$ cat config.mk
export PLATFORM = sky130hd
export DESIGN_NAME = fir_filter_mc_flat
export DESIGN_NICKNAME = d
export VERILOG_FILES = /design/src/rtl/fir_filter_mc_pkg.sv /design/src/rtl/fir_filter_mc_if.sv /design/src/rtl/fir_filter_mc_mac.sv /design/src/rtl/fir_filter_mc.sv /design/src/flat_wrapper.sv
export SDC_FILE = /design/constraint.sdc
export NUM_CORES = 1
export LEC_CHECK = 0
export BUFFER_PORTS_ARGS = -buffer_cell sky130_fd_sc_hd__buf_4
export CAP_MARGIN = 10
export CORE_MARGIN = 3
export CORE_UTILIZATION = 35
export CTS_CLUSTER_SIZE = 14
export DETAILED_ROUTE_END_ITERATION = 8
export MAX_ROUTING_LAYER = met4
export PLACE_DENSITY_LB_ADDON = 0.3
export SYNTH_ARGS = -nofsm -noshare
export SYNTH_HDL_FRONTEND = slang
export SYNTH_HIERARCHICAL = 1
export SYNTH_SLANG_ARGS = --single-unit
$ cat constraint.sdc
create_clock -name clk -period 19.6 [get_ports clk]
set_input_delay 0.98 -clock clk [delete_from_list [all_inputs] [get_ports clk]]
set_output_delay 0.98 -clock clk [all_outputs]
set_load 0.01 [all_outputs]
$ cat src/rtl/fir_filter_mc_pkg.sv
// Shared types and helpers for the multi-channel time-multiplexed FIR filter.
// Holds the FSM encoding, width helpers and the output round/saturate function.
package fir_mc_pkg;

  typedef enum logic [1:0] {
    IDLE = 2'd0,
    MAC  = 2'd1,
    OUT  = 2'd2
  } state_t;

  typedef struct packed {
    logic signed [63:0] val;
    logic               sat;
  } sat_res_t;

  function automatic int unsigned calc_cw(input int unsigned n_ch);
    return (n_ch > 1) ? $clog2(n_ch) : 1;
  endfunction

  function automatic int unsigned calc_wa(input int unsigned w_x, input int unsigned w_b,
                                          input int unsigned n_taps);
    return w_x + w_b + $clog2(n_taps);
  endfunction

  // Round half up by 'shift' bits, then clamp into a signed w_y-bit range.
  function automatic sat_res_t sat_round(input logic signed [63:0] acc,
                                         input int unsigned shift,
                                         input int unsigned w_y);
    logic signed [63:0] r;
    logic signed [63:0] hi;
    logic signed [63:0] lo;
    sat_res_t           res;
    r = acc;
    if (shift > 0) r = (acc + (64'sd1 <<< (shift - 1))) >>> shift;
    hi      = (64'sd1 <<< (w_y - 1)) - 64'sd1;
    lo      = -(64'sd1 <<< (w_y - 1));
    res.val = r;
    res.sat = 1'b0;
    if (r > hi) begin
      res.val = hi;
      res.sat = 1'b1;
    end else if (r < lo) begin
      res.val = lo;
      res.sat = 1'b1;
    end
    return res;
  endfunction

endpackage

$ cat src/rtl/fir_filter_mc_if.sv
// Sample-in / filtered-sample-out valid/ready streams of fir_filter_mc.
interface fir_filter_mc_if
  import fir_mc_pkg::*;
#(
  parameter int unsigned N_CH = 2,
  parameter int unsigned W_X  = 8,
  parameter int unsigned W_Y  = 16
);
  localparam int unsigned CW = calc_cw(N_CH);

  logic                  s_valid;
  logic                  s_ready;
  logic signed [W_X-1:0] s_data;
  logic [CW-1:0]         s_ch;
  logic                  m_valid;
  logic                  m_ready;
  logic signed [W_Y-1:0] m_data;
  logic [CW-1:0]         m_ch;
  logic                  m_sat;

  modport master (
    output s_valid, s_data, s_ch, m_ready,
    input  s_ready, m_valid, m_data, m_ch, m_sat
  );

  modport slave (
    input  s_valid, s_data, s_ch, m_ready,
    output s_ready, m_valid, m_data, m_ch, m_sat
  );
endinterface

$ cat src/rtl/fir_filter_mc_mac.sv
// Registered signed multiply-accumulate used serially across taps.
module fir_mac #(
  parameter int unsigned W_X = 8,
  parameter int unsigned W_B = 8,
  parameter int unsigned W_A = 19
) (
  input  logic                  clk,
  input  logic                  rstn,
  input  logic                  i_clr,
  input  logic                  i_en,
  input  logic signed [W_X-1:0] i_x,
  input  logic signed [W_B-1:0] i_b,
  output logic signed [W_A-1:0] o_acc
);
  logic signed [W_X+W_B-1:0] w_prod;
  logic signed [W_A-1:0]     r_acc;

  assign w_prod = i_x * i_b;

  always_ff @(posedge clk or negedge rstn) begin
    if (!rstn)      r_acc <= '0;
    else if (i_clr) r_acc <= '0;
    else if (i_en)  r_acc <= r_acc + W_A'(w_prod);
  end

  assign o_acc = r_acc;
endmodule

$ cat src/rtl/fir_filter_mc.sv
// Multi-channel FIR filter: per-channel sample history, run-time coefficients,
// one serial MAC walking the taps, rounded/saturated registered output.
module fir_filter_mc
  import fir_mc_pkg::*;
#(
  parameter int unsigned              N_TAPS = 6,
  parameter int unsigned              N_CH   = 2,
  parameter int unsigned              W_X    = 8,
  parameter int unsigned              W_B    = 8,
  parameter int unsigned              W_Y    = 16,
  parameter int unsigned              SHIFT  = 0,
  parameter logic [N_TAPS*W_B-1:0]    B_INIT = 48'h06_05_04_03_02_01
) (
  input  logic                        clk,
  input  logic                        rstn,
  fir_filter_mc_if.slave              bus,
  input  logic                        coef_we,
  input  logic [$clog2(N_TAPS)-1:0]   coef_addr,
  input  logic signed [W_B-1:0]       coef_data,
  output logic                        busy
);
  localparam int unsigned CW  = calc_cw(N_CH);
  localparam int unsigned W_A = calc_wa(W_X, W_B, N_TAPS);
  localparam int unsigned AW  = $clog2(N_TAPS);
  localparam int unsigned IW  = $clog2(N_TAPS + 1);

  state_t                r_state;
  logic [IW-1:0]         r_idx;
  logic [CW-1:0]         r_ch;
  logic signed [W_X-1:0] r_z [N_CH][N_TAPS];
  logic signed [W_B-1:0] r_b [N_TAPS];
  logic                  r_m_valid;
  logic signed [W_Y-1:0] r_m_data;
  logic [CW-1:0]         r_m_ch;
  logic                  r_m_sat;

  logic                  w_ch_ok;
  logic                  w_accept;
  logic                  w_mac_en;
  logic signed [W_X-1:0] w_x;
  logic signed [W_B-1:0] w_b;
  logic signed [W_A-1:0] w_acc;
  sat_res_t              w_res;

  // Channel tags beyond N_CH are swallowed without touching any history.
  always_comb begin
    w_ch_ok = 1'b0;
    for (int c = 0; c < int'(N_CH); c++) begin
      if (bus.s_ch == CW'(c)) w_ch_ok = 1'b1;
    end
  end

  assign w_accept = (r_state == IDLE) && bus.s_valid && w_ch_ok;
  assign w_mac_en = (r_state == MAC) && (r_idx != IW'(N_TAPS));

  // Operand select for the current tap of the channel being filtered.
  always_comb begin
    w_x = '0;
    w_b = '0;
    for (int k = 0; k < int'(N_TAPS); k++) begin
      if (r_idx == IW'(k)) begin
        w_b = r_b[k];
        for (int c = 0; c < int'(N_CH); c++) begin
          if (r_ch == CW'(c)) w_x = r_z[c][k];
        end
      end
    end
  end

  fir_mac #(
    .W_X (W_X),
    .W_B (W_B),
    .W_A (W_A)
  ) u_mac (
    .clk   (clk),
    .rstn  (rstn),
    .i_clr (w_accept),
    .i_en  (w_mac_en),
    .i_x   (w_x),
    .i_b   (w_b),
    .o_acc (w_acc)
  );

  assign w_res = sat_round(64'(w_acc), SHIFT, W_Y);

  // Control FSM plus history, coefficient and output registers.
  always_ff @(posedge clk or negedge rstn) begin
    if (!rstn) begin
      r_state   <= IDLE;
      r_idx     <= '0;
      r_ch      <= '0;
      r_m_valid <= 1'b0;
      r_m_data  <= '0;
      r_m_ch    <= '0;
      r_m_sat   <= 1'b0;
      for (int c = 0; c < int'(N_CH); c++) begin
        for (int k = 0; k < int'(N_TAPS); k++) r_z[c][k] <= '0;
      end
      for (int k = 0; k < int'(N_TAPS); k++) r_b[k] <= B_INIT[k*W_B +: W_B];
    end else begin
      case (r_state)
        IDLE: begin
          if (coef_we) begin
            for (int k = 0; k < int'(N_TAPS); k++) begin
              if (coef_addr == AW'(k)) r_b[k] <= coef_data;
            end
          end
          if (w_accept) begin
            for (int c = 0; c < int'(N_CH); c++) begin
              if (bus.s_ch == CW'(c)) begin
                for (int k = int'(N_TAPS) - 1; k > 0; k--) r_z[c][k] <= r_z[c][k-1];
                r_z[c][0] <= bus.s_data;
              end
            end
            r_ch    <= bus.s_ch;
            r_idx   <= '0;
            r_state <= MAC;
          end
        end
        MAC: begin
          if (r_idx == IW'(N_TAPS)) begin
            r_m_valid <= 1'b1;
            r_m_data  <= W_Y'(w_res.val);
            r_m_sat   <= w_res.sat;
            r_m_ch    <= r_ch;
            r_state   <= OUT;
          end else begin
            r_idx <= r_idx + IW'(1);
          end
        end
        OUT: begin
          if (bus.m_ready) begin
            r_m_valid <= 1'b0;
            r_state   <= IDLE;
          end
        end
        default: r_state <= IDLE;
      endcase
    end
  end

  assign bus.s_ready = rstn && (r_state == IDLE);
  assign bus.m_valid = r_m_valid;
  assign bus.m_data  = r_m_data;
  assign bus.m_ch    = r_m_ch;
  assign bus.m_sat   = r_m_sat;
  assign busy        = (r_state != IDLE);
endmodule
$ cat src/flat_wrapper.sv
// flat-port wrapper written by rule: the top's interface ports become plain ports
module fir_filter_mc_flat import fir_mc_pkg::*;
#(
  parameter int unsigned              N_TAPS = 6,
  parameter int unsigned              N_CH   = 2,
  parameter int unsigned              W_X    = 8,
  parameter int unsigned              W_B    = 8,
  parameter int unsigned              W_Y    = 16,
  parameter int unsigned              SHIFT  = 0,
  parameter logic [N_TAPS*W_B-1:0]    B_INIT = 48'h06_05_04_03_02_01
)
  (clk, rstn, coef_we, coef_addr, coef_data, busy, bus_s_valid, bus_s_data, bus_s_ch, bus_m_ready, bus_s_ready, bus_m_valid, bus_m_data, bus_m_ch, bus_m_sat);
  fir_filter_mc_if #(.N_CH(N_CH), .W_X(W_X), .W_Y(W_Y)) bus_i ();
  input  logic clk;
  input  logic rstn;
  input  logic coef_we;
  input  logic [$clog2(N_TAPS)-1:0] coef_addr;
  input  logic signed [W_B-1:0] coef_data;
  output logic busy;
  input wire logic [$bits(bus_i.s_valid)-1:0] bus_s_valid;
  input wire logic [$bits(bus_i.s_data)-1:0] bus_s_data;
  input wire logic [$bits(bus_i.s_ch)-1:0] bus_s_ch;
  input wire logic [$bits(bus_i.m_ready)-1:0] bus_m_ready;
  output wire logic [$bits(bus_i.s_ready)-1:0] bus_s_ready;
  output wire logic [$bits(bus_i.m_valid)-1:0] bus_m_valid;
  output wire logic [$bits(bus_i.m_data)-1:0] bus_m_data;
  output wire logic [$bits(bus_i.m_ch)-1:0] bus_m_ch;
  output wire logic [$bits(bus_i.m_sat)-1:0] bus_m_sat;
  assign bus_i.s_valid = bus_s_valid;
  assign bus_i.s_data = bus_s_data;
  assign bus_i.s_ch = bus_s_ch;
  assign bus_i.m_ready = bus_m_ready;
  assign bus_s_ready = bus_i.s_ready;
  assign bus_m_valid = bus_i.m_valid;
  assign bus_m_data = bus_i.m_data;
  assign bus_m_ch = bus_i.m_ch;
  assign bus_m_sat = bus_i.m_sat;
  fir_filter_mc #(.N_TAPS(N_TAPS), .N_CH(N_CH), .W_X(W_X), .W_B(W_B), .W_Y(W_Y), .SHIFT(SHIFT), .B_INIT(B_INIT)) u_core (.clk(clk), .rstn(rstn), .bus(bus_i), .coef_we(coef_we), .coef_addr(coef_addr), .coef_data(coef_data), .busy(busy));
endmodule
* Yosys cells after proc, flatten, opt, wreduce, memory -nomap -nowiden *
Index checks and enable logic that the tools add are counted.

word-level totals
  bits in registers = 188
  bits of input ports = 25
  output and inout bits = 21
  word-level logic and storage cells = 105

cells by class
  add/sub/neg operators = 2
  $mul = 1
  order comparisons = 2
  equality and inequality tests = 18
  muxes and demuxes = 32
  bitwise gates (word level) = 1
  reduce and logical (&&, ||, !) cells = 23

operator list
  kind                                                  number
  two-way mux 8 bit                                     18
  two-way mux 19 bit                                    2
  two-way mux 17 bit                                    2
  AND reduction 3 bit                                   11
  adder 19 x 16 -> 19 bit                               1
  > comparator 19 x 16 -> 1 bit, second input constant  1
  < comparator 19 x 16 -> 1 bit, second input constant  1
  multiplier 8 x 8 -> 16 bit                            1
  == test 3 bit, second input constant                  5
  == test 3 x 2 -> 1 bit, second input constant         4
  nonzero test 2 bit                                    4
  == test 3 x 1 -> 1 bit, second input constant         2
  zero test 3 bit                                       2
  two-way mux 2 bit                                     3
  two-way mux 3 bit                                     2
  != test 2 bit, second input constant                  3
  case mux 2 bit (3 select lines)                       1
  case mux 3 bit (2 select lines)                       1
  AND reduction 2 bit                                   2
  adder 3 x 1 -> 3 bit, second input constant           1
  logical AND 1 bit                                     3
  != test 3 bit, second input constant                  1
  == test 2 x 1 -> 1 bit, second input constant         1
  == test 2 bit, second input constant                  1
  other kinds (5)                                       6

* Logic depth before layout (Yosys ltp) *
  depth in word-level cells = 11
  gate-level depth with buffers = 26
  depth with buffers taken out = 23

* Cells and area by module *
Netlist, hierarchy kept.

by module, submodules not included
  module         times used  cells an instance  area each (µm²)  seq. area each (µm²)
  fir_filter_mc  1           619                7870.0           4240.3
  fir_mac        1           425                4216.5           475.5

* Worst setup path before layout *
Ideal clock, no wire load.

  path type = register -> register
  from = register u_core.r_idx[0]
  to = register u_core.u_mac.r_acc[12], in the netlist u_core/u_mac/o_acc[12]
  library setup time = 126 ps
  data arrival time = 6272 ps
  data required time = 19474 ps
  setup slack = 13202 ps
  stages on the path, launching flop included = 24
  path buffers = 3
  period minus slack after synthesis = 6398 ps
  path through = dfrtp_1 -> inv_1 -> ha_1 -> clkbuf_1 -> and2_1 -> clkbuf_1 -> buf_2 -> a21oi_1 -> o221ai_1 -> and2_1 -> inv_1 -> fa_1 -> inv_1 -> fa_1 -> fa_1 -> fa_1 -> fa_1 -> ha_1 -> o21a_1 -> a211oi_1 -> o21ai_0 -> a21oi_1 -> nor4b_1 -> a221o_1

on the way
  word-level cells in the longest chain between the ends = 11
  elaborated cells on any way between the ends = 25
  those cells by class = add/sub: 1; mul: 1; eq/ne: 6; mux: 14; reduce/logical: 3

ends and longest elaborated chain
  item                             line                     text
  from (decl)                      fir_filter_mc.sv:28      logic [IW-1:0] r_idx;
  from (signal assigned)           fir_filter_mc.sv:128     r_idx <= r_idx + IW'(1);
  zero test 3 bit                  fir_filter_mc.sv:61      if (r_idx == IW'(k)) begin
  two-way mux 8 bit (5 in series)  fir_filter_mc.sv:61
  two-way mux 8 bit (*)            fir_filter_mc.sv:61
  via u_core.w_x[7]                fir_filter_mc.sv:40      logic signed [W_X-1:0] w_x;
  multiplier 8 x 8 -> 16 bit (*)   fir_filter_mc_mac.sv:18  assign w_prod = i_x * i_b;
  adder 19 x 16 -> 19 bit (*)      fir_filter_mc_mac.sv:23  else if (i_en) r_acc <= r_acc + W_A'(w_prod);
  two-way mux 19 bit (*)           fir_filter_mc_mac.sv:23
  two-way mux 19 bit (*)           fir_filter_mc_mac.sv:22  else if (i_clr) r_acc <= '0;
  to (signal assigned)             fir_filter_mc_mac.sv:23
  to (decl)                        fir_filter_mc_mac.sv:16  logic signed [W_A-1:0] r_acc;

Mark *: on every way through the listed nets, which the timed path passes. The rest lies on a longest branch. The select of a mux whose other input is x is not followed.
A chain may end at the register's enable or synchronous reset.

* Final worst setup path *
  from = register u_core.r_idx[1]
  to = register u_core.u_mac.r_acc[16], in the netlist u_core/u_mac/o_acc[16]

on the way
  word-level cells in the longest chain between the ends = 11
  elaborated cells on any way between the ends = 25
  those cells by class = add/sub: 1; mul: 1; eq/ne: 6; mux: 14; reduce/logical: 3

ends and longest elaborated chain
  item                             line                     text
  zero test 3 bit                  fir_filter_mc.sv:61
  two-way mux 8 bit (5 in series)  fir_filter_mc.sv:61
  two-way mux 8 bit (*)            fir_filter_mc.sv:61
  via u_core.w_b[0]                fir_filter_mc.sv:41      logic signed [W_B-1:0] w_b;
  multiplier 8 x 8 -> 16 bit (*)   fir_filter_mc_mac.sv:18
  adder 19 x 16 -> 19 bit (*)      fir_filter_mc_mac.sv:23
  two-way mux 19 bit (*)           fir_filter_mc_mac.sv:23
  two-way mux 19 bit (*)           fir_filter_mc_mac.sv:22

Marks and branches as above.

==> results.yml <==
status:
  status: "completed"
worst_setup_path:
  r2r-end: "u_core/u_mac/o_acc[16]"
  path_class: "flop to flop"
  crit_chain: "inv_1 > ha_1 > clkinv_1 > nor2_1 > a22o_1 > and2_1 > inv_1 > fa_1 > inv_1 > fa_1 > fa_1 > fa_1 > fa_1 > ha_1 > o21a_1 > a2111oi_4 > o21ai_2 > nor2_1 > or4_1 > o211ai_1"
  reg2regPathDepth: 20
  slowest_delay_ps: 700
  crit_top_cell: "fa_1"
  worst-r2r-setup-slack_ps: 11850
  critical_path.max_fanout: 19
  required_ps: 19950
  crit_arrival_ps: 8100
  cp-end-kind: "flop"
  worst_setup_path_start_kind: "flop"
  reg2reg_from: "u_core/r_idx[1]"
  slowest_stage: "and2_1"
route:
  post_drt_wl_per_cell_um: 16.99
  firstDrtPassIters: 4
  drcViolationCount: 0
  viasPerCell: 4.947
  num_vias: 7588
  dr.first_iter.drc_count: 357
  wl_um: 26070
  ant_nets: 0
final_layout:
  fillers: 3254
  drive_gt1_share_pct: 25.05
  fin_cells: 1534
  synthToLayoutAreaGrowth_pct: 11.33
  final_nets: 1231
  multiInputGateArea_um2: 6775
  seq_area_um2: 4717
  n_antenna_cell: 0
synthesis:
  synthArstFlopShare_pct: 100.0
  ys_warn_count: 6
  ys_types: 54
  syn_inst: 1044
  ys_seq_area_share_pct: 39.02
  syn_area_um2: 12090
  synth_edf_count: 0
  synth_nets: 1202
  synthFlopType: "dfrtp_1"
  syn_area_per_cell_um2: 11.58
  ys_seq_elements: 188
sta:
  min_period_over_period_pct: 39.54
  slew_violations: 0
  fmax_ghz: 0.1291
  finalSetupTns_ps: 0
  rsz0062_at_grt: "no"
  setup_viol: 0
  min_period_ps: 7749
  relSlewSlack_pct: 36.31
  hold_violations: 0
  skew_ps: 17.49
  worst_pin_slew_ps: 955.4
global_route:
  track_usage_pct: 15.50
  use_met1_pct: 21.81
  overflow: 0
  grt_pass1_vias: 7918
  met2_usage_pct: 23.34
  grtUsageMet3_pct: 2.738
  antenna_found_initial: 0
  grt-busiest-layer: "met2"
  grt_max_degree: 77
  grt_pass1_wl_um: 43660
placed_design:
  dp_hpwl_um: 18560
  gp_congestion: 0.8324
  place_inst: 1502
  port_buffers: 45
clock_network:
  cts_sinks: 188
  cts_resized: 0
  cts_hold_buf: 0
  cts_tree: "built"
  cts_setup_buffers: 0
  clk_latency_ps: 450
  clk_pin_slew_ps: 80
  cts-buffers-inserted: 17
  clock_path_buffers: 2
  htree_num_levels: 4
  cts-root-buf: "clkbuf_16"
floorplanning:
  start_util_pct: 35.78
  die_y_um: 191.8
  num_io_pins: 46
  fp.coreArea_um2: 33780
  rows: 67
  dieArea_um2: 36800
  die_w_um: 191.8
worst_hold_path:
  hp-start: "u_core/bus.m_data[6]"
  hold_path_depth: 2
  hold_end: "u_core/bus.m_data[6]"
  hold_class: "flop to flop"
run:
  drv_cap: 0
-- worst max-delay path by stage --
stage | slack, ps | depth (start not counted) | end | from
after global routing | 11380 | 20 | u_core/u_mac/o_acc[12] | u_core/r_idx[1]
after floorplan | 13200 | 23 | u_core/u_mac/o_acc[12] | u_core/r_idx[0]
after detailed placement | 11920 | 20 | u_core/u_mac/o_acc[14] | u_core/r_idx[1]
after global placement | 12170 | 20 | u_core/u_mac/o_acc[14] | u_core/r_idx[1]
final | 11850 | 20 | u_core/u_mac/o_acc[16] | u_core/r_idx[1]
after CTS | 11880 | 20 | u_core/u_mac/o_acc[14] | u_core/r_idx[1]
-- per-stage QoR --
| step | utilization, % | instance area [um2] | worst slack (ps) | hold WS, ps |
|---|---|---|---|---|
| 2_1_floorplan | - | 12090 | 13200 | 473.9 |
| 3_3_place_gp | 38.07 | 12860 | 12170 | 463.2 |
| 3_5_place_dp | 38.07 | 12860 | 11920 | 472.2 |
| 4_1_cts | 39.83 | 13460 | 11880 | 489.9 |
| 5_1_grt | 39.83 | 13460 | 11380 | 509.5 |
| 6_report | 39.83 | 13460 | 11850 | 479.2 |
-- worst max-delay path, delay by kind of cell (launching register included) --
kind / cells / cell delay [ps]
AOI/OAI and AO/OA: 5 / 1170
adders and majority gates: 7 / 3320
buffers and inverters: 4 / 950
DFF: 1 / 410
and+or+nand+nor: 4 / 1800
-- state kept, by name, summed over array words and instances (netlist names) --
register / flops
u_core/r_b: 48
u_core/bus.m_data: 16
u_core/r_idx: 3
u_core/bus.m_sat: 1
u_core/r_z: 96
u_core/bus.m_ch: 1
u_core/u_mac/o_acc: 19
u_core/r_state: 2
u_core/r_ch: 1
u_core/bus.m_valid: 1
-- cell usage in the layout (no fill, tap or decap), types with 3 or more instances in the layout --
cell type	n
and2_1	35
o21a_1	5
mux2_2	153
a21oi_1	42
clkinv_8	4
a22o_1	8
buf_4	53
nand2_1	57
nor3_1	3
o21ai_0	60
inv_1	103
fa_1	84
nor2_1	31
inv_8	3
nand3_1	13
a21o_1	17
dfrtp_1	178
a211oi_1	5
dfstp_2	9
o221ai_1	16
ha_1	49
a31oi_1	8
nand2b_1	5
mux2_4	9
clkbuf_16	17
xnor2_1	15
mux2i_1	46
nor2b_1	11
xor2_1	3
-- Yosys cell counts (all sizes together), types with 16 or more instances --
cell type,count,area (um2)
and2,35,219.0
mux2,162,1858
a21o,19,145.1
ha,49,613.1
o221ai,16,140.1
nand2,57,214.0
clkbuf,21,78.83
dfrtp,179,4479
a21oi,43,215.2
mux2i,46,460.4
o21ai,63,319.1
fa,84,1682
nor2,34,137.6
buf,23,131.4
inv,104,390.4
-- routing by layer --
metal	up-vias	share of wire (%)	wire length, um
li1	3647	-	-
met1	3813	49	12770
met2	104	46	11980
met3	24	3.6	948
met4	0	1.4	373
met5	-	0	0
-- kinds of logic (layout without fill, tap and decap cells) --
logic type	after synthesis	count (layout)	synth area share [%]
compound gates	178	178	9.348
xor+xnor	18	18	1.304
mux	208	208	19.18
fa+ha+maj	133	133	18.99
buf+inv	150	192	5.031
flops	188	188	39.02
simple gates	169	169	7.133
-- cell type report --
class / instances / share of cell area (%)
repair buffers: 54 / 3.059
well taps: 448 / 4.166
clock buffers: 18 / 3.264
flip-flops and latches: 188 / 35.06
inverters: 106 / 2.957
clock inverters: 14 / 1.144
multi-input cells: 706 / 50.35
Power is left out: the tool's default activity adds up to more than one toggle a clock period on the data nets, which glitch-free logic cannot reach.
